## src/rtl/posit_lut_pkg.sv

```systemverilog
// Shared types for the LUT posit adder arbiter: posit word, NaR helpers, issue tag.
// Define POSIT_NAR_BYPASS_EN to carry a NaR flag alongside each issued tag.
package posit_lut_pkg;

  localparam int POSIT_SIZE = 4;
  localparam int NUM_REQ    = 4;
  localparam int ID_W       = $clog2(NUM_REQ);

  typedef logic [POSIT_SIZE-1:0] posit_t;

  localparam posit_t POSIT_NAR = {1'b1, {(POSIT_SIZE-1){1'b0}}};

  function automatic logic is_nar(input posit_t p);
    return (p == POSIT_NAR);
  endfunction

  typedef struct packed {
    logic            valid;
    logic [ID_W-1:0] id;
`ifdef POSIT_NAR_BYPASS_EN
    logic            nar;
`endif
  } issue_tag_t;

endpackage

```

## src/rtl/rr_arbiter.sv

```systemverilog
// Combinational round-robin pick: first asserted req starting at ptr, wrapping.
// Latency 0; no state, the pointer register lives in the parent.
module rr_arbiter #(
  parameter int numReq = 4,
  localparam int idW = $clog2(numReq)
) (
  input  logic [numReq-1:0] req,
  input  logic [idW-1:0]    ptr,
  output logic [numReq-1:0] gnt,
  output logic [idW-1:0]    idx,
  output logic              any
);

  always_comb begin
    gnt = '0;
    idx = '0;
    any = 1'b0;
    for (int off = 0; off < numReq; off++) begin
      int c;
      c = int'(ptr) + off;
      if (c >= numReq) c = c - numReq;
      if (!any && req[c]) begin
        any    = 1'b1;
        idx    = idW'(c);
        gnt[c] = 1'b1;
      end
    end
  end

endmodule

```

## src/rtl/posit_lut_add_arbiter.sv

```systemverilog
// Shares one fixed-latency LUT posit adder among numReq clients; results return lutLatency cycles after grant.
// No stall: one issue per cycle, responses have no backpressure. Optional POSIT_NAR_BYPASS_EN forces NaR results.
module posit_lut_add_arbiter
  import posit_lut_pkg::*;
#(
  parameter int positSize  = POSIT_SIZE,
  parameter int numReq     = NUM_REQ,
  parameter int lutLatency = 2,
  localparam int idW = $clog2(numReq)
) (
  input  logic                        CLK,
  input  logic                        RST_N,
  input  logic [numReq-1:0]           REQ_VALID,
  input  logic [numReq*positSize-1:0] REQ_A,
  input  logic [numReq*positSize-1:0] REQ_B,
  output logic [numReq-1:0]           REQ_READY,
  output logic [positSize-1:0]        ADD_A1,
  output logic [positSize-1:0]        ADD_A2,
  input  logic [positSize-1:0]        ADD_DATA,
  output logic [numReq-1:0]           RSP_VALID,
  output logic [idW-1:0]              RSP_ID,
  output logic [positSize-1:0]        RSP_DATA
);

  logic [numReq-1:0] req_gated;
  logic [numReq-1:0] gnt;
  logic [idW-1:0]    gnt_idx;
  logic              gnt_any;
  logic [idW-1:0]    ptr;
  issue_tag_t        tag_in;
  issue_tag_t        pipe [lutLatency];
  issue_tag_t        last;

  // Holding grants off during reset keeps REQ_READY and the adder operands quiet.
  assign req_gated = RST_N ? REQ_VALID : '0;

  rr_arbiter #(.numReq(numReq)) u_arb (
    .req (req_gated),
    .ptr (ptr),
    .gnt (gnt),
    .idx (gnt_idx),
    .any (gnt_any)
  );

  assign REQ_READY = gnt;

  always_comb begin
    ADD_A1 = '0;
    ADD_A2 = '0;
    for (int i = 0; i < numReq; i++) begin
      if (gnt[i]) begin
        ADD_A1 = REQ_A[i*positSize +: positSize];
        ADD_A2 = REQ_B[i*positSize +: positSize];
      end
    end
  end

  always_ff @(posedge CLK or negedge RST_N) begin
    if (!RST_N) begin
      ptr <= '0;
    end else if (gnt_any) begin
      ptr <= (int'(gnt_idx) == numReq-1) ? '0 : gnt_idx + idW'(1);
    end
  end

  always_comb begin
    tag_in       = '0;
    tag_in.valid = gnt_any;
    tag_in.id    = gnt_idx;
`ifdef POSIT_NAR_BYPASS_EN
    tag_in.nar   = gnt_any & (is_nar(posit_t'(ADD_A1)) | is_nar(posit_t'(ADD_A2)));
`endif
  end

  // Tag pipeline mirrors the adder's registered depth; it never stalls.
  always_ff @(posedge CLK or negedge RST_N) begin
    if (!RST_N) begin
      for (int k = 0; k < lutLatency; k++) pipe[k] <= '0;
    end else begin
      pipe[0] <= tag_in;
      for (int k = 1; k < lutLatency; k++) pipe[k] <= pipe[k-1];
    end
  end

  assign last      = pipe[lutLatency-1];
  assign RSP_VALID = last.valid ? (numReq'(1) << last.id) : '0;
  assign RSP_ID    = last.id;

  always_comb begin
    RSP_DATA = RST_N ? ADD_DATA : '0;
`ifdef POSIT_NAR_BYPASS_EN
    if (RST_N && last.nar) RSP_DATA = positSize'(POSIT_NAR);
`endif
  end

endmodule

```

## config.mk

```make
export PLATFORM = sky130hd
export DESIGN_NAME = posit_lut_add_arbiter
export DESIGN_NICKNAME = d
export VERILOG_FILES = /design/src/rtl/posit_lut_pkg.sv /design/src/rtl/rr_arbiter.sv /design/src/rtl/posit_lut_add_arbiter.sv
export SDC_FILE = /design/constraint.sdc
export NUM_CORES = 1
export LEC_CHECK = 0
export ABC_CLOCK_PERIOD_IN_PS = 6300
export CAP_MARGIN = 20
export CORE_MARGIN = 3
export CORE_UTILIZATION = 45
export CTS_CLUSTER_DIAMETER = 150
export DETAILED_ROUTE_END_ITERATION = 7
export PLACE_DENSITY_LB_ADDON = 0.3
export SYNTH_ARGS = -nofsm -noshare
export SYNTH_HDL_FRONTEND = slang
export SYNTH_SLANG_ARGS = --single-unit
```

## constraint.sdc

```tcl
create_clock -name CLK -period 6.3 [get_ports CLK]
set_input_delay 0.63 -clock CLK [delete_from_list [all_inputs] [get_ports CLK]]
set_output_delay 0.63 -clock CLK [all_outputs]
set_load 0.05 [all_outputs]
```

==> results by group <==
Clock tree
  • Max clock buf depth: 2
  • Worst-path clk slew: roughly 50 ps
  • Clk root buf: clkbuf_4
  • CTS resizes: 0
  • CTS H-tree depth: 1
  • Hold Buf Count CTS: 0
  • Setup Buffers After CTS: 0
  • Sink Count: 8
  • Num CTS Buffers: 3
  • Clock insertion delay at the later pin of the skew report: between 200 and 250 ps
  • CTS tree: built

Final layout
  • Final Core Density: 68.91%
  • Nets: 268
  • Fill cells: about 230
  • Antenna cells: 0
  • Share of cells above drive strength 1: between 10% and 20%
  • Sequential cell area: roughly 200 um2
  • P&R area growth vs syn: 44.53%
  • Area of the multi-input gates: a little under 1000 um2

STA
  • RSZ-0062 raised after global routing: false
  • Setup TNS Final: 0 ps
  • Final setup viols: 0
  • Final Max Slew Viols: 0
  • Slew @ Worst Pin: about 800 ps
  • WHS: between 300 and 400 ps
  • Worst rel slew slack: 45.91%
  • Fmax: about 0.20 GHz
  • Hold Fails Final Rpt: 0
  • Layout Skew: roughly 1.4 ps
  • Final Critical Period: a little over 5000 ps
  • Period Utilization, post-route: around four fifths

Yosys
  • Number of enable flip-flop cells after synthesis: 0
  • Warnings, synthesis: 0
  • Cell with the most instances after synthesis: inv_1
  • Area share of the largest cell type after synthesis: 14.97%
  • Top post-synthesis cells by area: dfrtp_1 15%, mux2i_1 9.0%, a221oi_2 9.0%
  • Netlist cell types: between 40 and 50
  • Main synth FF type: dfrtp_1
  • Seq/Total Area, Yosys: between 10% and 20%
  • Synth cell count leaders: 20 x inv_1, 14 x nor2_1, 13 x nand2_1
  • Mapped Avg Cell Area: ~8 um2
  • Syn Inst Count: 164
  • Synthesized Nets: around 210
  • Synth async-reset ratio: 100.0%
  • Mapped Area: 1338 um2
  • Number of synthesized register bits: 8
  • Synth area leader: dfrtp_1

Global routing
  • Vias in the first global route: 1311
  • GRT overflow: 0
  • Antenna violations before repair: 0
  • Largest net degree at the start of global routing: 25
  • First-pass GRT wire length: between 5000 and 6000 um
  • GRT Total Usage: a little over a fifth

Setup path
  • Kind of critical path: register to output pin
  • CP Max Fanout: 16
  • Crit path capture type: output pin
  • Arrival @ worst endpoint: ~4500 ps
  • CP max stage delay: about 840 ps
  • Worst Path Required: about 5700 ps
  • Crit-path slowest cell: clkdlybuf4s50_1
  • CP startpoint kind: register
  • Critical path, cell by cell: inv_1 -> ha_1 -> or3b_1 -> a2111oi_4 -> o21ai_1 -> nand4_1 -> mux2i_1 -> a221oi_2 -> clkdlybuf4s50_1

Outcome
  • Status: completed

Floorplanning
  • Initial core utilization: roughly 48%
  • Rows: 19
  • Core Footprint: between 2000 and 3000 um2
  • Ports: 64
  • Die width: 60.52 um
  • DIE HEIGHT: just over 60 um
  • Die area: approximately 3700 um2

Place
  • Buffers on Ports: 63
  • Final GP Congestion: about 0.87
  • Hpwl dp: 3141 um

Routing
  • Pre-antenna DRT Iters: 4
  • Vias per cell: around 5.7
  • Final WL: approximately 3900 um
  • DRT antenna net count: 0
  • Vias: 1418
  • DRC: 0
  • DR WL/cell: between 15 and 20 um
  • Iter 0 DRT Violations: between 80 and 90

Run
  • Maxcap violations: 0

Pwr
  • Leak: between 0.7 and 0.8 nW
  • Worst VDD drop: 0.0002253 V
  • P per Cell Area: around 540 nW/um2

Worst hold path
  • Worst Hold Class: register to register
-- kinds of logic (layout without fill, tap and decap cells) --
group,count (synthesis),count (layout),synth area share [%]
simple gates,57,57,24.13
buf+inv,34,86,12.82
flops,8,8,14.97
mux,15,15,11.51
compound gates,42,42,29.09
fa+ha+maj,8,8,7.484
-- metal layers --
metal	vias to the layer above	global-route usage [%]	wire [um]
li1	706	-	-
met5	-	0	0
met4	0	4.644	8
met2	53	35.96	1907
met3	2	1.064	238
met1	657	29.20	1777
-- metrics by stage --
| step | cells | setup slack (ps) | total power (W) | instance area (um2) |
|---|---|---|---|---|
| floorplan | 164 | 2204 | 0.0007948 | 1338 |
| global placement | 244 | 1586 | 0.0009844 | 1911 |
| detailed placement | 244 | 1451 | 0.001007 | 1911 |
| CTS | 247 | 1223 | 0.001047 | 1933 |
| global route | 247 | 934.2 | 0.001106 | 1933 |
| finish | 247 | 1202 | 0.001046 | 1933 |
-- registers in the layout (all words and copies together) (netlist names) --
name,flops
last,1
RSP_ID,2
pipe,3
ptr,2
-- critical path: cells and delay by family, from the launching register on --
kind	cells	cell delay, ps
adders and majority gates	1	490
DFF	1	710
and+or+nand+nor	2	850
muxes	1	170
buffers and inverters	2	1100
AOI/OAI and AO/OA	3	890
-- power breakdown --
group,internal (W),switching (W)
clock network,0.0000217,0.0000153
registers,0.0000687,0.0000364
logic,0.000338,0.000566
-- cell usage in the layout, fill, tap and decap left out, types with 2 or more instances in the layout --
cell,n
ha_1,8
mux2_2,3
or3b_1,2
nand4_1,2
nand3_1,4
a211oi_1,2
clkdlybuf4s50_1,63
nor3b_1,2
inv_1,20
nand2_1,13
and2_1,5
a41oi_1,8
o21ai_0,6
a221oi_2,8
nand3b_1,3
dfrtp_1,8
and3_1,2
o21ai_1,4
nand2b_1,2
nor2_1,14
clkbuf_4,3
mux2i_1,12
-- cell type report --
class,instances,share of cell area (%)
well taps,31,2.006
flip-flops and latches,8,10.36
clock buffers,3,1.165
inverters,20,3.884
repair buffers,63,32.62
multi-input cells,122,49.97
-- path summary, 6_finish.rpt --
check                             start   endpoint  slack (ps)  cells after the start
max in group asynchronous         RST_N     ptr[0]        4940                      1
worst min-delay path            pipe[5]    last[2]         340                      0
min in group asynchronous         RST_N    pipe[4]         860                      1
worst max-delay path             ptr[0]  ADD_A2[0]        1200                      9
worst min register to register  pipe[5]    last[2]         340                      0
worst max register to register   ptr[0]     ptr[1]        2970                      9
Power figures use the tool's default switching activity.
